==> src/rtl/clk_counter_leds_if.sv <==
// LED counter board-side signals: count enable in, green LED bank out.
// The master side is the board top; the counter sits on the slave side.
interface clk_counter_leds_if #(
   parameter int LEDG_SIZE = 8
);
   logic                 EN_N;
   logic [LEDG_SIZE-1:0] LEDG;

   modport master (output EN_N, input LEDG);
   modport slave  (input EN_N, output LEDG);
endinterface

==> src/rtl/clk_counter_leds.sv <==
// Divides EXTCLK to a 5 Hz tick and shows a binary count on LEDG with a wrap strobe on the top LED.
// LED count steps COUNT_FREQ enabled edges after the last step; EN_N high freezes the phase.
module clk_counter_leds #(
   parameter int  EXT_CLOCK_FREQ   = 50_000_000,
   parameter real EXT_CLOCK_PERIOD = 20.000,
   parameter int  LEDG_SIZE        = 8
) (
   input  logic              EXTCLK,
   input  logic              RST,
   clk_counter_leds_if.slave io
);
   localparam int COUNT_FREQ  = EXT_CLOCK_FREQ / 5;
   localparam int COUNT_WIDTH = $clog2(COUNT_FREQ);
   localparam int LED_CNTR_W  = LEDG_SIZE - 1;

   if (LEDG_SIZE < 2 || COUNT_FREQ < 2 || EXT_CLOCK_PERIOD <= 0.0) begin : g_bad_param
      $error("clk_counter_leds: unsupported parameter set");
   end

   logic [COUNT_WIDTH-1:0] clk_counter, clk_counter_d;
   logic [LED_CNTR_W-1:0]  led_counter, led_counter_d;
   logic                   overflow,    overflow_d;

   always_comb begin
      clk_counter_d = clk_counter;
      led_counter_d = led_counter;
      overflow_d    = 1'b0;
      if (!io.EN_N) begin
         if (clk_counter == COUNT_WIDTH'(COUNT_FREQ - 1)) begin
            clk_counter_d = '0;
            led_counter_d = led_counter + 1'b1;
            // Strobe only on the all-ones to zero wrap of the LED count.
            overflow_d    = &led_counter;
         end else begin
            clk_counter_d = clk_counter + 1'b1;
         end
      end
   end

   always_ff @(posedge EXTCLK) begin
      if (RST) begin
         clk_counter <= '0;
         led_counter <= '0;
         overflow    <= 1'b0;
      end else begin
         clk_counter <= clk_counter_d;
         led_counter <= led_counter_d;
         overflow    <= overflow_d;
      end
   end

   assign io.LEDG = {overflow, led_counter};

   a_clk_step: assert property (@(posedge EXTCLK) disable iff (RST)
      !io.EN_N |=> ((int'(clk_counter) == int'($past(clk_counter)) + 1) ||
                    (int'($past(clk_counter)) == COUNT_FREQ - 1 && clk_counter == '0)));

   a_led_step: assert property (@(posedge EXTCLK) disable iff (RST)
      (!io.EN_N && int'(clk_counter) == COUNT_FREQ - 1)
         |=> (led_counter == LED_CNTR_W'($past(led_counter) + 1'b1)));

   a_ovf_pulse: assert property (@(posedge EXTCLK) disable iff (RST)
      overflow |=> !overflow);

   a_led_hold: assert property (@(posedge EXTCLK) disable iff (RST)
      io.EN_N |=> $stable(led_counter));
endmodule

==> src/flat_wrapper.sv <==
// flat-port wrapper written by rule: the top's interface ports become plain ports
module clk_counter_leds_flat 
#(
   parameter int  EXT_CLOCK_FREQ   = 50_000_000,
   parameter real EXT_CLOCK_PERIOD = 20.000,
   parameter int  LEDG_SIZE        = 8
)
  (EXTCLK, RST, io_EN_N, io_LEDG);
  clk_counter_leds_if #(.LEDG_SIZE(LEDG_SIZE)) io_i ();
  input  logic EXTCLK;
  input  logic RST;
  input wire logic [$bits(io_i.EN_N)-1:0] io_EN_N;
  output wire logic [$bits(io_i.LEDG)-1:0] io_LEDG;
  assign io_i.EN_N = io_EN_N;
  assign io_LEDG = io_i.LEDG;
  clk_counter_leds #(.EXT_CLOCK_FREQ(EXT_CLOCK_FREQ), .EXT_CLOCK_PERIOD(EXT_CLOCK_PERIOD), .LEDG_SIZE(LEDG_SIZE)) u_core (.EXTCLK(EXTCLK), .RST(RST), .io(io_i));
endmodule
==> config.mk <==
export PLATFORM = sky130hd
export DESIGN_NAME = clk_counter_leds_flat
export DESIGN_NICKNAME = d
export VERILOG_FILES = /design/src/rtl/clk_counter_leds_if.sv /design/src/rtl/clk_counter_leds.sv /design/src/flat_wrapper.sv
export SDC_FILE = /design/constraint.sdc
export NUM_CORES = 1
export LEC_CHECK = 0
export ABC_AREA = 1
export BUFFER_PORTS_ARGS = -buffer_cell sky130_fd_sc_hd__clkbuf_2
export CORE_ASPECT_RATIO = 1.25
export CORE_MARGIN = 2
export CORE_UTILIZATION = 42
export CTS_BUF_LIST = sky130_fd_sc_hd__clkbuf_8
export DETAILED_ROUTE_END_ITERATION = 12
export GPL_TIMING_DRIVEN = 0
export PLACE_DENSITY = 0.61
export SLEW_MARGIN = 30
export SYNTH_ARGS = -nofsm -noshare
export SYNTH_HDL_FRONTEND = slang
export SYNTH_SLANG_ARGS = --single-unit
==> constraint.sdc <==
create_clock -name EXTCLK -period 2.99 [get_ports EXTCLK]
set_input_delay 0.1495 -clock EXTCLK [delete_from_list [all_inputs] [get_ports EXTCLK]]
set_output_delay 0.1495 -clock EXTCLK [all_outputs]
set_load 0.01 [all_outputs]
# == Word level (Yosys, flattened, before mapping) ==
# Index checks and enable logic that the tools add are counted.
# totals
register_bits,32
in_bits,3
output_inout_bits,8
# op_classes
addsub,2
n_eq_ne,1
muxes,1
bitwise_logic,2
reduce_logical,3
# op_table
op,n
24-bit by 1-bit adder with 24-bit output (second input constant),1
24-bit equality test (second input constant),1
24-bit two-way mux,1
7-bit by 1-bit adder with 7-bit output (second input constant),1
7-bit AND reduction,1
3-bit OR reduction,1
1-bit inverter,2
2-bit AND reduction,1

# == Longest topological paths before layout ==
# Gate-level depths: netlist (run 1).
# depth
ltp_word,3
ltp_mapped,10
depth_no_buf,9

# == Least setup slack after synthesis (run 1) ==
# Ideal clock, no wire load.
# synth_timing
kind,register to register
start,register u_core.clk_counter[0]
end,register u_core.led_counter[6]
setup_ps,114
arrival_time_ps,1257
t_required_ps,2876
path_slack_ps,1619
stages_incl_launch_ff,9
n_path_buf,0
cell_sequence,dfxtp_1 > ha_1 > nand2_1 > nor2_4 > nand3_4 > nor2_8 > nand3b_4 > nand2_1 > nor2_2
# synth_via
elab_chain_cells,2
# synth_lines
element,line_no,rtl
from (decl),clk_counter_leds.sv:20,"logic [COUNT_WIDTH-1:0] clk_counter, clk_counter_d;"
from (signal assigned),clk_counter_leds.sv:46,clk_counter <= clk_counter_d;
24-bit equality test,clk_counter_leds.sv:29,if (clk_counter == COUNT_WIDTH'(COUNT_FREQ - 1)) begin
2-bit AND reduction (no line),-,
to (signal assigned),clk_counter_leds.sv:47,led_counter <= led_counter_d;
to (decl),clk_counter_leds.sv:21,"logic [LED_CNTR_W-1:0] led_counter, led_counter_d;"
# Every way passes these cells.
# A chain may end at the register's enable or synchronous reset.

# == Final worst setup path (run 1) ==
# layout_timing
start,register u_core.clk_counter[0]
end,register u_core.clk_counter[5]
# layout_via
elab_chain_cells,2
elab_cells_between_ends,3
cone_classes,add/sub (1); eq/ne (1); mux (1)
# layout_lines
element,line_no
24-bit by 1-bit adder with 24-bit output / 24-bit equality test (equally long branches),"clk_counter_leds.sv:35, clk_counter_leds.sv:29"
24-bit two-way mux (*),clk_counter_leds.sv:29
# Mark *: on every way between the ends. The rest lies on a longest branch, timed or not.

==> impl_metrics.json, run 1 <==
{
  "hold_violations": 0,
  "cts_buffers": 5,
  "grt_max_degree": 11,
  "syn-num-nets": 294,
  "r2r-end": "u_core.clk_counter[5]",
  "dp_hpwl_um": 3370,
  "synth_commonest_cells": "nor2_1, nand2_1, dfxtp_1",
  "ys_seq_area_share_pct": 32.5,
  "antenna_found_initial": 0,
  "vias": 1766,
  "routed_via_density": 4.88,
  "path_class": "register to register",
  "wire_per_inst_um": 11.8,
  "synth_warnings": 0,
  "clockBufferDepth": 2,
  "yosys.area.top_type": "dfxtp_1",
  "die_y_um": 80.6,
  "initial_core_util_pct": 44.2,
  "netlist-cell-type-count": 34,
  "vdd_drop_max_mv": 0.224,
  "drc_errors": 0,
  "die_area_um2": 5260,
  "drive_above_1_share_pct": 18.4,
  "post_synth.cell_area_avg_um2": 6.82,
  "worst_pin_slew_ns": 0.253,
  "core_um2": 4460,
  "syn_to_final_growth_pct": 9.65,
  "status": "complete, no violations",
  "finalCriticalPeriod_ns": 1.58,
  "synth_area_leaders": "dfxtp_1, nor2_1, nand2_1",
  "synth_edf_count": 0,
  "crit_path_start_kind": "register",
  "fin_setup_tns_ns": 0,
  "drt_first_pass_iters": 4,
  "io_buffer_count": 8,
  "slew_headroom_pct": 83.0,
  "hold_buffers": 0,
  "arrival_ns": 1.74,
  "htreeDepth": 2,
  "reg2reg_depth": 8,
  "max_freq_mhz": 633,
  "synth_seq_cells": 32,
  "clk_pin_slew_ns": 0.07,
  "clk_latency_ns": 0.28,
  "rsz0062_at_grt": "no",
  "min_delay_path_depth": 2,
  "io_pins": 11,
  "track_usage_pct": 19.3,
  "reg2reg_slack_ns": 1.41,
  "crit_fanout": 9,
  "fin_nets": 309,
  "hold_end": "u_core.clk_counter[11]",
  "min_from": "RST",
  "synth_top_area_share_pct": 32.5,
  "grt_overflow": 0,
  "powerDensity_nw_per_um2": 356,
  "first_iter_violations": 144,
  "synth.cell_area_um2": 1970,
  "postRouteAntennaNets": 0,
  "finalClockSkew_ns": 0.00599,
  "cts_setup_buffers": 0,
  "async_flop_share_pct": 0,
  "grt_pass1_vias": 1770,
  "row_count": 27,
  "yosysMostFrequentCell": "nor2_1",
  "cts_tree": "yes",
  "cellLeakagePower_nw": 0.938,
  "synthFlopType": "dfxtp_1",
  "cap_violations": 0,
  "ctsResizeCount": 0,
  "hold-worst-slack_ns": 0.192,
  "setup_viol": 0,
  "drv_slew": 0,
  "gp_congestion": 0.863,
  "postSynthCellCount": 289,
  "hold_path.class": "input pin to register",
  "crit_required_ns": 3.16,
  "wl_um": 4290,
  "die_x_um": 65.3,
  "grt_pass1_wl_um": 7770,
  "cts.sinks": 32,
  "insertedDiodeCount": 0,
  "reg2reg_from": "u_core.clk_counter[0]",
  "end_kind": "register",
  "period_share_pct": 52.8,
  "root_buffer": "clkbuf_8"
}
[worst max path at each step]
stage / startpoint / endpoint / slack, ns / depth (start not counted)
2_1_floorplan: u_core.clk_counter[0] / u_core.led_counter[6] / 1.62 / 8
3_3_place_gp: u_core.clk_counter[0] / u_core.clk_counter[5] / 1.40 / 8
3_5_place_dp: u_core.clk_counter[0] / u_core.clk_counter[5] / 1.40 / 8
4_1_cts: u_core.clk_counter[0] / u_core.clk_counter[5] / 1.39 / 8
5_1_grt: u_core.clk_counter[0] / u_core.clk_counter[17] / 1.22 / 8
6_report: u_core.clk_counter[0] / u_core.clk_counter[5] / 1.41 / 8
[worst max-delay path, cell delays in order, from the launching register on]
cell and delay [ns]:
dfxtp_1 0.37, ha_1 0.18, nand2_1 0.11, inv_1 0.15, nand2_2 0.14, nor2_4 0.17, nand2_4 0.08, nand2_2 0.19
nor3b_1 0.08
[layer usage]
metal	routed length, µm	track usage (%)	vias to the layer above	part of all wire, %
li1	-	-	937	-
met4	67	8.54	0	1.6
met3	208	4.20	6	4.9
met1	1910	23.6	778	45
met5	0	0	-	0
met2	2100	32.2	45	49
[through the flow]
stage / std cells / util [%] / worst slack [ns] / power [mW] / instance area [µm²]
floorplan: 289 / - / 1.62 / 0.464 / 1970
global placement: 355 / 46.7 / 1.40 / 0.471 / 2080
detailed placement: 355 / 46.7 / 1.40 / 0.471 / 2080
CTS: 362 / 48.5 / 1.39 / 0.783 / 2160
global route: 362 / 48.5 / 1.22 / 0.806 / 2160
finish: 362 / 48.5 / 1.41 / 0.770 / 2160
[cell usage in the layout, fill, tap and decap left out, types with 2 or more instances in the layout]
master	instances
nor2_2	6
nand2_4	2
nand2_2	6
nor3b_1	2
xor2_1	3
nand3b_4	2
nand2_1	59
o21ai_2	4
inv_1	32
a21oi_2	2
nand3_1	22
nor2_4	6
nand3_2	2
a31oi_1	2
nor2_8	3
nand4_1	4
ha_1	2
nor2_1	67
clkbuf_2	8
nor3_1	9
a21oi_1	5
clkbuf_8	5
o21ai_0	3
dfxtp_1	32
inv_2	4
[cell type report]
class | count | area [µm²]
multi-input cells | 217 | 1160
well taps | 58 | 72.6
clock inverters | 2 | 8.76
clock buffers | 5 | 68.8
inverters | 37 | 144
plain buffers | 3 | 23.8
fillers | 474 | 2300
flip-flops and latches | 32 | 641
repair buffers | 8 | 40.0
[registers in the layout (all words and copies together), names as in the netlist]
register	flops
u_core.clk_counter	24
u_core.led_counter	7
u_core.overflow	1
[cells by family after synthesis]
family | count (synthesis) | share of synthesized area, %
flops | 32 | 32.5
xor+xnor | 4 | 1.78
compound gates | 20 | 6.67
buf+inv | 40 | 8.51
simple gates | 191 | 49.3
fa+ha+maj | 2 | 1.27
[power by group]
group / internal (mW) / switching, mW
Clock: 0.155 / 0.155
Sequential: 0.429 / 0.00245
Combinational: 0.00958 / 0.0195
(Power assumes the default switching activity.)
==> run 2, diff against run 1 <==
- PLACE_DENSITY: 0.61 -> 0.64
- clock period: 2.99 -> 1.3 ns (I/O delays scaled with it)
==> impl_metrics.json, run 2 (synthesized netlist as in run 1, its figures left out) <==
{
  "status": "finished with violations",
  "violations": "setup timing",
  "multiInputGateArea_um2": 1310,
  "drc_errors": 0,
  "regArea_um2": 669,
  "clk_latency_ns": 0.29,
  "final_util_pct": 54.2,
  "clk_pin_slew_ns": 0.07,
  "arrival_ns": 1.62,
  "fin_nets": 319,
  "finalCriticalPeriod_ns": 1.39,
  "track_usage_pct": 20.6,
  "root_buffer": "clkbuf_8",
  "path_class": "register to register",
  "vias": 1889,
  "cts_tree": "yes",
  "wire_per_inst_um": 12.9,
  "row_count": 27,
  "final_cell_mix": "nor2_1, nand2_1, inv_1, nand3_1, dfxtp_1",
  "htreeDepth": 2,
  "reg2reg_from": "u_core.clk_counter[1]",
  "largest_register": "u_core.clk_counter",
  "hold-worst-slack_ns": 0.104,
  "final-instance-count-excl-fill": 372,
  "setup_ws_ns": -0.0918,
  "insertedDiodeCount": 0,
  "r2r-end": "u_core.led_counter[2]",
  "design_area_um2": 2420,
  "cts_buffers": 5,
  "dp_cells": 355,
  "antenna_found_initial": 0,
  "first_iter_violations": 74,
  "routed_via_density": 5.08,
  "slew_headroom_pct": 67.7,
  "top_regs": "u_core.clk_counter x24, u_core.led_counter x7, u_core.overflow x1",
  "vdd_drop_max_mv": 0.601,
  "dp_hpwl_um": 3410,
  "io_buffer_count": 8,
  "cp-startpoint": "u_core.clk_counter[1]",
  "grt_max_degree": 11,
  "core_um2": 4460,
  "crit_path_start_kind": "register",
  "crit_fanout": 7,
  "finalClockSkew_ns": 0.00751,
  "grt_overflow": 0,
  "hold_buffers": 0,
  "dp_worst_setup_slack_ns": -0.147,
  "fin_setup_tns_ns": -0.906,
  "clockBufferDepth": 2,
  "grt_pass1_vias": 1813,
  "reg2reg_slack_ns": -0.09,
  "worst_pin_slew_ns": 0.481,
  "grt_pass1_wl_um": 8220,
  "wl_um": 4810,
  "die_x_um": 65.3,
  "cts.sinks": 32,
  "cap_violations": 0,
  "largest_reg_flops": 24,
  "post_dp_cell_area_um2": 2090,
  "drt_first_pass_iters": 4,
  "rsz0062_at_grt": "yes",
  "syn_to_final_growth_pct": 22.7,
  "drive_above_1_share_pct": 35.7,
  "gp_congestion": 0.935,
  "end_kind": "register",
  "endpoint": "u_core.led_counter[2]",
  "postRouteAntennaNets": 0,
  "powerDensity_nw_per_um2": 804,
  "hold_path.class": "input pin to register",
  "period_share_pct": 107,
  "setup_viol": 18,
  "initial_core_util_pct": 44.2,
  "finalPower_mw": 1.95,
  "drv_slew": 0,
  "die_area_um2": 5260,
  "io_pins": 11,
  "final_common_cell": "nor2_1",
  "die_y_um": 80.6,
  "reg2reg_depth": 8,
  "hold_violations": 0,
  "cellLeakagePower_nw": 1.06,
  "crit_required_ns": 1.53,
  "num-fill-cells": 458,
  "max_freq_mhz": 719
}
run 2: what timing repair did:
action	CTS	global route
pin swaps	6	6
endpoints found under the setup margin	27	28
setup buffers	7	1
cloned	1	1
resized for setup	37	17
run 2: final cells by class:
type / instances / area share, %
plain buffers: 3 / 0.983
clock buffers: 7 / 3.98
inverters: 37 / 6.05
multi-input cells: 219 / 54.2
flip-flops and latches: 32 / 27.7
well taps: 58 / 3.00
repair buffers: 16 / 4.14
run 2: worst min-delay path by stage:
stage | from | endpoint | slack (ns) | depth (start not counted)
after global placement | RST | u_core.clk_counter[4] | 0.40 | 2
after detailed placement | RST | u_core.clk_counter[11] | 0.40 | 2
final | io_EN_N | u_core.clk_counter[1] | 0.10 | 3
after CTS | io_EN_N | u_core.clk_counter[1] | 0.1 | 3
after floorplan | RST | u_core.overflow | 0.36 | 2
after global routing | RST | u_core.clk_counter[11] | 0.13 | 2
run 2: power breakdown:
group	leakage [nW]	total [mW]	switching [mW]	internal, mW
Clock	0.0503	0.860	0.388	0.472
Combinational	0.738	0.0943	0.0592	0.0351
Sequential	0.267	0.991	0.00805	0.983
Total	1.06	1.95	0.455	1.49
run 2: layer usage:
layer	global-route usage, %	wire length [µm]	up-vias	share of wire (%)
met2	34.7	2330	40	48
met3	2.52	163	19	3.4
met1	24.9	2060	860	43
met5	0	0	-	0
met4	12.3	257	0	5.3
li1	-	-	970	-
run 2: worst max-delay path, stage by stage, from the launching register on:
cell     delay, ns
dfxtp_4       0.37
ha_4          0.15
nand2_4       0.06
nor2_4        0.15
nand3_4       0.11
nor2_8        0.22
buf_4         0.16
a21oi_2       0.04
nor2_1        0.08
==> run 3, diff against run 2 <==
- CORE_MARGIN: 2 -> unset
==> impl_metrics.json, run 3 (synthesized netlist as in run 1, its figures left out) <==
{
  "hold_violations": 0,
  "clockBufferDepth": 2,
  "insertedDiodeCount": 0,
  "hold_path.class": "input pin to register",
  "setup_ws_ns": -0.104,
  "setup_viol": 25,
  "io_pins": 11,
  "wl_um": 4710,
  "vias": 1835,
  "p_int_mw": 1.45,
  "worst_pin_slew_ns": 0.507,
  "drc_errors": 0,
  "largest_register": "u_core.clk_counter",
  "grt_pass1_wl_um": 8110,
  "switching_share_pct": 24.1,
  "status": "finished with violations",
  "cellLeakagePower_nw": 1.03,
  "initial_core_util_pct": 44.2,
  "drv_slew": 0,
  "reg2reg_depth": 8,
  "finalCriticalPeriod_ns": 1.40,
  "reg2reg_slack_ns": -0.10,
  "row_count": 27,
  "gp_congestion": 0.920,
  "htreeDepth": 2,
  "dp_hpwl_um": 3330,
  "p_sw_mw": 0.458,
  "top_regs": "u_core.clk_counter x24, u_core.led_counter x7, u_core.overflow x1",
  "reg2reg_from": "u_core.clk_counter[1]",
  "slew_headroom_pct": 66.0,
  "finalPower_mw": 1.90,
  "cts_buffers": 5,
  "sequentialPowerShare_pct": 52.1,
  "end_kind": "register",
  "violations": "setup timing",
  "final-instance-count-excl-fill": 369,
  "rsz0062_at_grt": "yes",
  "syn_to_final_growth_pct": 23.0,
  "grt_max_degree": 12,
  "r2r-end": "u_core.clk_counter[14]",
  "vdd_drop_max_mv": 0.518,
  "final_common_cell": "nor2_1",
  "wire_per_inst_um": 12.8,
  "drive_above_1_share_pct": 36.7,
  "root_buffer": "clkbuf_8",
  "grt_overflow": 0,
  "fin_nets": 315,
  "first_iter_violations": 82,
  "io_buffer_count": 8,
  "die_x_um": 63.3,
  "die_area_um2": 4970,
  "crit_required_ns": 1.47,
  "finalClockSkew_ns": 0.00894,
  "grt_pass1_vias": 1784,
  "dp_cells": 355,
  "crit_path_start_kind": "register",
  "postRouteAntennaNets": 0,
  "track_usage_pct": 21.3,
  "crit_fanout": 10,
  "path_class": "register to register",
  "power_frac_comb_pct": 4.8,
  "period_share_pct": 108,
  "cts.sinks": 32,
  "fin_setup_tns_ns": -1.79,
  "antenna_found_initial": 0,
  "final_cell_mix": "nor2_1, nand2_1, inv_1, nand3_1, dfxtp_1",
  "largest_reg_flops": 24,
  "routed_via_density": 4.97,
  "powerDensity_nw_per_um2": 785,
  "clk_pin_slew_ns": 0.07,
  "cp-startpoint": "u_core.clk_counter[1]",
  "endpoint": "u_core.clk_counter[14]",
  "cap_violations": 0,
  "drt_first_pass_iters": 4,
  "hold-worst-slack_ns": 0.0967,
  "clockPowerShare_pct": 43.1,
  "arrival_ns": 1.57,
  "clk_latency_ns": 0.29,
  "cts_tree": "yes",
  "die_y_um": 78.6,
  "core_um2": 4460,
  "max_freq_mhz": 712
}
==> run 3: cell count changes in the layout (fill, tap and decap cells not counted), sizes merged <==
cell	change
nor2	-1
buf	-3
clkbuf	-1
clkinvlp	+2
==> run 3: power groups by stage <==
stage          Combinational, mW  Clock (mW)  Sequential, mW
6_report                  0.0916       0.820           0.991
5_1_grt                    0.101       0.889           0.992
4_1_cts                   0.0859       0.850           0.991
3_5_place_dp              0.0690           0            1.02
3_3_place_gp              0.0684           0            1.02
2_1_floorplan             0.0539           0            1.02
==> run 3: timing repair <==
action / CTS / global route
pin swaps: 7 / 12
endpoints found under the setup margin: 27 / 28
resized for setup: 34 / 27
buffers inserted: 4 / 1
gates cloned: 1 / 0
hold buffers: 0 / 0
==> run 3: layout make-up <==
cell class                      count  area, µm²
Clock inverter                      2       15.0
Clock buffer                        6       82.6
Timing Repair Buffer               13       77.6
Multi-Input combinational cell    218       1340
Buffer                              3       23.8
Inverter                           37        149
Fill cell                         451       2040
Sequential cell                    32        668
Tap cell                           58       72.6
==> run 3: metal layers <==
layer  global-route usage (%)  share of wire, %  vias to the layer above
met5                        0                 0                        -
met4                     15.9               5.9                        0
met3                     3.92               2.2                       22
met2                     34.4                49                       34
met1                     24.9                43                      821
li1                         -                 -                      958
==> run 3: per-stage QoR <==
| step | worst slack (ns) | util (%) | area (µm²) |
|---|---|---|---|
| floorplan | 0.00451 | - | 1980 |
| global placement | -0.151 | 46.9 | 2090 |
| detailed placement | -0.138 | 46.9 | 2090 |
| CTS | -0.0742 | 52.2 | 2330 |
| global route | -0.190 | 54.3 | 2420 |
| finish | -0.104 | 54.3 | 2420 |
==> run 3: worst min path at each step <==
stage,endpoint,cells past startpoint,start
finish,u_core.clk_counter[11],2,RST
global route,u_core.clk_counter[4],2,RST
CTS,u_core.clk_counter[11],2,RST
detailed placement,u_core.clk_counter[11],2,RST
global placement,u_core.clk_counter[4],2,RST
floorplan,u_core.overflow,2,RST
==> run 3: worst max-delay path, stage by stage (launching register included) <==
cell,delay [ns]
dfxtp_4,0.37
ha_4,0.15
nand2_4,0.07
nor2_4,0.18
nand3_4,0.12
nor2_8,0.20
nor2_8,0.09
o21ai_2,0.07
nor2_1,0.05
